`src/rtl/alu_decode_stage_pkg.sv`:
```
// Shared ALU opcode and RV32I encoding constants, the decoded-bundle struct,
// and the funct3-to-ALU-op mapping. The ALU consumes this same package.
package alu_decode_stage_pkg;

    localparam logic [7:0] ALU_NOP  = 8'h0;
    localparam logic [7:0] ALU_ADD  = 8'h1;
    localparam logic [7:0] ALU_SUB  = 8'h2;
    localparam logic [7:0] ALU_SLL  = 8'h3;
    localparam logic [7:0] ALU_SLT  = 8'h4;
    localparam logic [7:0] ALU_SLTU = 8'h5;
    localparam logic [7:0] ALU_XOR  = 8'h6;
    localparam logic [7:0] ALU_SRL  = 8'h7;
    localparam logic [7:0] ALU_SRA  = 8'h8;
    localparam logic [7:0] ALU_OR   = 8'h9;
    localparam logic [7:0] ALU_AND  = 8'ha;

    localparam logic [6:0] OPC_OP     = 7'b0110011;
    localparam logic [6:0] OPC_OP_IMM = 7'b0010011;
    localparam logic [6:0] OPC_LUI    = 7'b0110111;

    localparam logic [2:0] F3_ADD  = 3'b000;
    localparam logic [2:0] F3_SLL  = 3'b001;
    localparam logic [2:0] F3_SLT  = 3'b010;
    localparam logic [2:0] F3_SLTU = 3'b011;
    localparam logic [2:0] F3_XOR  = 3'b100;
    localparam logic [2:0] F3_SR   = 3'b101;
    localparam logic [2:0] F3_OR   = 3'b110;
    localparam logic [2:0] F3_AND  = 3'b111;

    localparam logic [6:0] F7_BASE = 7'b0000000;
    localparam logic [6:0] F7_ALT  = 7'b0100000;

    typedef struct packed {
        logic [7:0]  alu_op;
        logic [31:0] alu_a;
        logic [31:0] alu_b;
        logic [4:0]  rd;
        logic        rd_we;
    } dec_t;

    // alt selects sub over add and sra over srl
    function automatic logic [7:0] alu_op_of(input logic [2:0] f3, input logic alt);
        logic [7:0] op;
        op = ALU_NOP;
        case (f3)
            F3_ADD:  op = alt ? ALU_SUB : ALU_ADD;
            F3_SLL:  op = ALU_SLL;
            F3_SLT:  op = ALU_SLT;
            F3_SLTU: op = ALU_SLTU;
            F3_XOR:  op = ALU_XOR;
            F3_SR:   op = alt ? ALU_SRA : ALU_SRL;
            F3_OR:   op = ALU_OR;
            F3_AND:  op = ALU_AND;
            default: op = ALU_NOP;
        endcase
        return op;
    endfunction

endpackage

```
`src/rtl/alu_op_decode.sv`:
```
// Combinational RV32I OP / OP-IMM / LUI decode into an ALU bundle.
// Unsupported encodings collapse to a nop with illegal raised.
module alu_op_decode
    import alu_decode_stage_pkg::*;
#(
    parameter int ZERO_RD_WE = 0
) (
    input  logic [31:0] instr,
    input  logic [31:0] rs1_val,
    input  logic [31:0] rs2_val,
    output dec_t        dec,
    output logic        illegal
);

    logic [6:0] opcode;
    logic [2:0] f3;
    logic [6:0] f7;
    logic       is_shift;
    logic       legal;
    logic       unused_rs1_field;

    assign opcode   = instr[6:0];
    assign f3       = instr[14:12];
    assign f7       = instr[31:25];
    assign is_shift = (f3 == F3_SLL) || (f3 == F3_SR);
    // rs1 index is resolved by the register file before this stage
    assign unused_rs1_field = ^instr[19:15];

    always_comb begin
        dec       = '0;
        dec.rd    = instr[11:7];
        legal     = 1'b0;
        case (opcode)
            OPC_OP: begin
                legal = (f7 == F7_BASE) ||
                        ((f7 == F7_ALT) && ((f3 == F3_ADD) || (f3 == F3_SR)));
                dec.alu_op = alu_op_of(f3, f7 == F7_ALT);
                dec.alu_a  = rs1_val;
                // ALU shifts by the full operand, so trim the shamt here
                dec.alu_b  = is_shift ? {27'b0, rs2_val[4:0]} : rs2_val;
            end
            OPC_OP_IMM: begin
                if (f3 == F3_SLL)     legal = (f7 == F7_BASE);
                else if (f3 == F3_SR) legal = (f7 == F7_BASE) || (f7 == F7_ALT);
                else                  legal = 1'b1;
                dec.alu_op = alu_op_of(f3, (f3 == F3_SR) && (f7 == F7_ALT));
                dec.alu_a  = rs1_val;
                dec.alu_b  = is_shift ? {27'b0, instr[24:20]}
                                      : {{20{instr[31]}}, instr[31:20]};
            end
            OPC_LUI: begin
                legal      = 1'b1;
                dec.alu_op = ALU_ADD;
                dec.alu_a  = '0;
                dec.alu_b  = {instr[31:12], 12'b0};
            end
            default: legal = 1'b0;
        endcase

        if (legal) begin
            dec.rd_we = (ZERO_RD_WE != 0) || (dec.rd != 5'd0);
        end else begin
            dec.alu_op = ALU_NOP;
            dec.alu_a  = '0;
            dec.alu_b  = '0;
            dec.rd_we  = 1'b0;
        end
        illegal = !legal;
    end

endmodule

```
`src/rtl/alu_decode_stage.sv`:
```
// Decode stage: alu_op_decode feeding a one-entry valid/ready output register.
// Define ALU_DECODE_ILLEGAL_EN to add the registered illegal output.
module alu_decode_stage
    import alu_decode_stage_pkg::*;
#(
    parameter int ZERO_RD_WE = 0
) (
    input  logic        clk,
    input  logic        rst_n,
    input  logic        flush,
    input  logic        in_valid,
    output logic        in_ready,
    input  logic [31:0] instr,
    input  logic [31:0] rs1_val,
    input  logic [31:0] rs2_val,
    output logic        out_valid,
    input  logic        out_ready,
    output logic [7:0]  alu_op,
    output logic [31:0] alu_a,
    output logic [31:0] alu_b,
    output logic [4:0]  rd,
`ifdef ALU_DECODE_ILLEGAL_EN
    output logic        illegal,
`endif
    output logic        rd_we
);

    dec_t dec;
    dec_t q;
    logic dec_illegal;
    logic load;

    alu_op_decode #(.ZERO_RD_WE(ZERO_RD_WE)) u_dec (
        .instr   (instr),
        .rs1_val (rs1_val),
        .rs2_val (rs2_val),
        .dec     (dec),
        .illegal (dec_illegal)
    );

    assign in_ready = !out_valid || out_ready;
    // flush kills both the held bundle and any load in the same cycle
    assign load     = in_valid && in_ready && !flush;

    always_ff @(posedge clk or negedge rst_n) begin
        if (!rst_n) begin
            out_valid <= 1'b0;
            q         <= '0;
        end else begin
            if (flush)          out_valid <= 1'b0;
            else if (load)      out_valid <= 1'b1;
            else if (out_ready) out_valid <= 1'b0;
            if (load) q <= dec;
        end
    end

`ifdef ALU_DECODE_ILLEGAL_EN
    always_ff @(posedge clk or negedge rst_n) begin
        if (!rst_n)    illegal <= 1'b0;
        else if (load) illegal <= dec_illegal;
    end
`else
    logic unused_illegal;
    assign unused_illegal = dec_illegal;
`endif

    assign alu_op = q.alu_op;
    assign alu_a  = q.alu_a;
    assign alu_b  = q.alu_b;
    assign rd     = q.rd;
    assign rd_we  = q.rd_we;

endmodule

```
`config.mk`:
```
export PLATFORM = sky130hd
export DESIGN_NAME = alu_decode_stage
export DESIGN_NICKNAME = d
export VERILOG_FILES = /design/src/rtl/alu_decode_stage_pkg.sv /design/src/rtl/alu_op_decode.sv /design/src/rtl/alu_decode_stage.sv
export SDC_FILE = /design/constraint.sdc
export NUM_CORES = 1
export LEC_CHECK = 0
export CELL_PAD_IN_SITES_DETAIL_PLACEMENT = 1
export CELL_PAD_IN_SITES_GLOBAL_PLACEMENT = 2
export CORE_MARGIN = 2
export CORE_UTILIZATION = 24
export DETAILED_ROUTE_END_ITERATION = 16
export PLACE_DENSITY = 0.95
export SLEW_MARGIN = 30
export SYNTH_ARGS = -nofsm -noshare
export SYNTH_HDL_FRONTEND = slang
export SYNTH_SLANG_ARGS = --single-unit
```
`constraint.sdc`:
```
create_clock -name clk -period 3.38 [get_ports clk]
set_clock_uncertainty 0.1 [all_clocks]
set_input_delay 1.014 -clock clk [delete_from_list [all_inputs] [get_ports clk]]
set_output_delay 1.014 -clock clk [all_outputs]
set_load 0.03 [all_outputs]
```
==> results of run 1 <==
[metal layers]
metal | track usage, % | routed length, um | vias to the layer above | part of all wire (%)
li1 | - | - | 1617 | -
met1 | 21.5 | 5640 | 1725 | 44
met2 | 28.1 | 6370 | 120 | 49
met3 | 3.69 | 726 | 14 | 5.6
met4 | 4.97 | 183 | 0 | 1.4
met5 | 0 | 0 | - | 0
[placed cells by master, fill, tap and decap left out, types with 2 or more instances in the layout]
| master | instances |
|---|---|
| mux2_2 | 10 |
| dfrtp_1 | 75 |
| nand3_1 | 3 |
| clkinv_2 | 3 |
| nor2b_1 | 4 |
| nor2_1 | 7 |
| a32o_1 | 3 |
| nor4_1 | 3 |
| conb_1 | 4 |
| a22o_1 | 37 |
| a21oi_1 | 22 |
| clkinvlp_4 | 2 |
| o21ai_0 | 43 |
| nor3_1 | 2 |
| clkbuf_16 | 9 |
| nand2b_1 | 5 |
| buf_4 | 18 |
| a22oi_1 | 6 |
| clkdlybuf4s50_1 | 174 |
| clkbuf_1 | 2 |
| inv_1 | 3 |
| nand2_1 | 76 |
| o211ai_1 | 2 |
| o31ai_1 | 3 |
[metrics by stage]
| stage | instance area [um^2] | std cells |
|---|---|---|
| detailed placement | 5500 | 705 |
| floorplan | 3520 | 358 |
| global route | 5770 | 721 |
| finish | 5770 | 721 |
| global placement | 5500 | 705 |
| CTS | 5760 | 721 |
[area by class of cell]
type                       instances  area [um^2]
multi-input combinational        249         1480
timing repair buffer             194         1910
fill                            1629         8660
clock buffer                      11          233
clock inverter                     5         30.0
sequential                        75         1880
inverter                           3         11.3
tap                              184          230
[power breakdown]
group          internal (mW)  switching [mW]  leakage [nW]
logic                  0.168           0.158          1.28
registers              0.912         0.00756          1.04
clock network          0.493           0.368         0.125
[worst max-delay path: stages]
cell and delay, ns:
clkdlybuf4s50_1 0.45, nand2b_1 0.20, buf_4 0.20
[registers in the layout, summed over array words and instances, names as in the netlist]
name,flops
alu_b,32
out_valid,1
alu_a,32
rd_we,1
alu_op,4
rd,5
[final timing paths]
| path | from | to | cells after the start |
|---|---|---|---|
| hold reg to reg | alu_op[0]$_DFFE_PN0P_ | alu_op[0]$_DFFE_PN0P_ | 2 |
| setup / recovery | out_ready | in_ready | 3 |
| max in group asynchronous | rst_n | alu_b[12]$_DFFE_PN0P_ | 1 |
| hold / removal | alu_op[0]$_DFFE_PN0P_ | alu_op[0]$_DFFE_PN0P_ | 2 |
| min in group asynchronous | rst_n | rd[1]$_DFFE_PN0P_ | 1 |
| setup reg to reg | out_valid$_DFFE_PN0P_ | alu_a[13]$_DFFE_PN0P_ | 6 |
[logic make-up after synthesis]
family / after synthesis / synth area share (%)
buf+inv: 34 / 4.64
flops: 75 / 53.6
mux: 11 / 3.50
compound gates: 123 / 23.6
xor+xnor: 2 / 0.500
simple gates: 109 / 14.1
other cells: 1 / 0.107
==> impl_metrics.env, run 1 <==
export IMPL_overflow=0
export IMPL_worst_pin_slew_ns=0.856
export IMPL_drive_gt1_share_pct=9.31
export IMPL_synth_most_common_cell="nand2_1"
export IMPL_ys_seq_area_share_pct=53.6
export IMPL_clk_latency_ns=0.33
export IMPL_slew_headroom_pct=42.9
export IMPL_dp_hpwl_mm=9.69
export IMPL_postSynthAreaPerCell_um2=9.87
export IMPL_yosysWarnings=0
export IMPL_fin_crit_sh_pct=88.2
export IMPL_drtIter0Drc=168
export IMPL_crit_type="in -> out"
export IMPL_rsz0062_at_grt="no"
export IMPL_finalSetupViolations=0
export IMPL_gr_usage_all_layers_pct=16.7
export IMPL_p_per_area_nw_per_um2=365
export IMPL_clock_fmax_mhz=335
export IMPL_routed_wl_mm=12.9
export IMPL_firstDrtPassIters=4
export IMPL_viasPerCell=4.82
export IMPL_post_cts_buffers=0
export IMPL_worstPathRequired_ns=2.27
export IMPL_critPathCaptureType="output pin"
export IMPL_hold_viol_final=0
export IMPL_first_global_vias=3612
export IMPL_cts_made_buffers=9
export IMPL_ys_ff_latch=75
export IMPL_ys_top_cells_by_count="nand2_1, dfrtp_1, o21ai_0, a22o_1"
export IMPL_holdBufCountCts=0
export IMPL_fin_hold_ws_ns=0.376
export IMPL_initial_utilization_pct=24.3
export IMPL_final_min_clock_period_ns=2.98
export IMPL_setup_ws_ns=0.398
export IMPL_num_antenna_cells=0
export IMPL_yosysTopAreaCellShare_pct=53.6
export IMPL_synthArstFlopShare_pct=100
export IMPL_cts_root_buf="clkbuf_16"
export IMPL_grt_pass1_wl_mm=20.5
export IMPL_antenna_found_initial=0
export IMPL_fin_setup_tns_ns=0
export IMPL_syn_area_um2=3500
export IMPL_grt_start_max_net_pins=76
export IMPL_cts_buffer_depth=2
export IMPL_hp_class="reg -> reg"
export IMPL_maxSlewViolCount=0
export IMPL_p_leak_nw=2.44
export IMPL_ant_nets=0
export IMPL_place_ws_ns=0.110
export IMPL_clock_sinks=75
export IMPL_r2r_setup_slack_ns=1.38
export IMPL_nets=633
export IMPL_syn_to_final_growth_pct=64.6
export IMPL_synth_cell_types=40
export IMPL_core_area_um2=14400
export IMPL_io_pins=181
export IMPL_io_buffers=176
export IMPL_netlist_top_cells_area="dfrtp_1, a22o_1, nand2_1"
export IMPL_synth_cells=355
export IMPL_ctsResizeCount=0
export IMPL_dieArea_um2=15600
export IMPL_htreeDepth=3
export IMPL_row_count=44
export IMPL_postLayoutCoreUtil_pct=40.0
export IMPL_cts_tree="yes"
export IMPL_ir_worst_vdd_v=0.000200
export IMPL_synth_edf_count=0
export IMPL_drc_errors=0
export IMPL_gp_congestion=0.840
export IMPL_path_clk_slew_ns=0.05
export IMPL_start_kind="primary input"
export IMPL_via_count=3476
export IMPL_drv_cap=0
export IMPL_dieWidth_um=125
export IMPL_status="finished clean"
export IMPL_die_h_um=125
export IMPL_yosysTopAreaCell="dfrtp_1"
export IMPL_ys_flop_type="dfrtp_1"
export IMPL_path_max_fanout=4
export IMPL_cp_arrival_ns=1.87
export IMPL_finalPower_mw=2.11
export IMPL_wl_per_cell_um=17.9
No activity file was read; power rests on OpenSTA's default activity.
==> inputs of run 2 (changes only) <==
--- a/config.mk
+++ b/config.mk
@@ -10,6 +10,7 @@
 export CORE_MARGIN = 2
 export CORE_UTILIZATION = 24
 export DETAILED_ROUTE_END_ITERATION = 16
+export GPL_ROUTABILITY_DRIVEN = 0
 export PLACE_DENSITY = 0.95
 export SLEW_MARGIN = 30
 export SYNTH_ARGS = -nofsm -noshare
==> results of run 2 <==
Same layout as run 1: the final DEF is identical, and so are final timing and power.
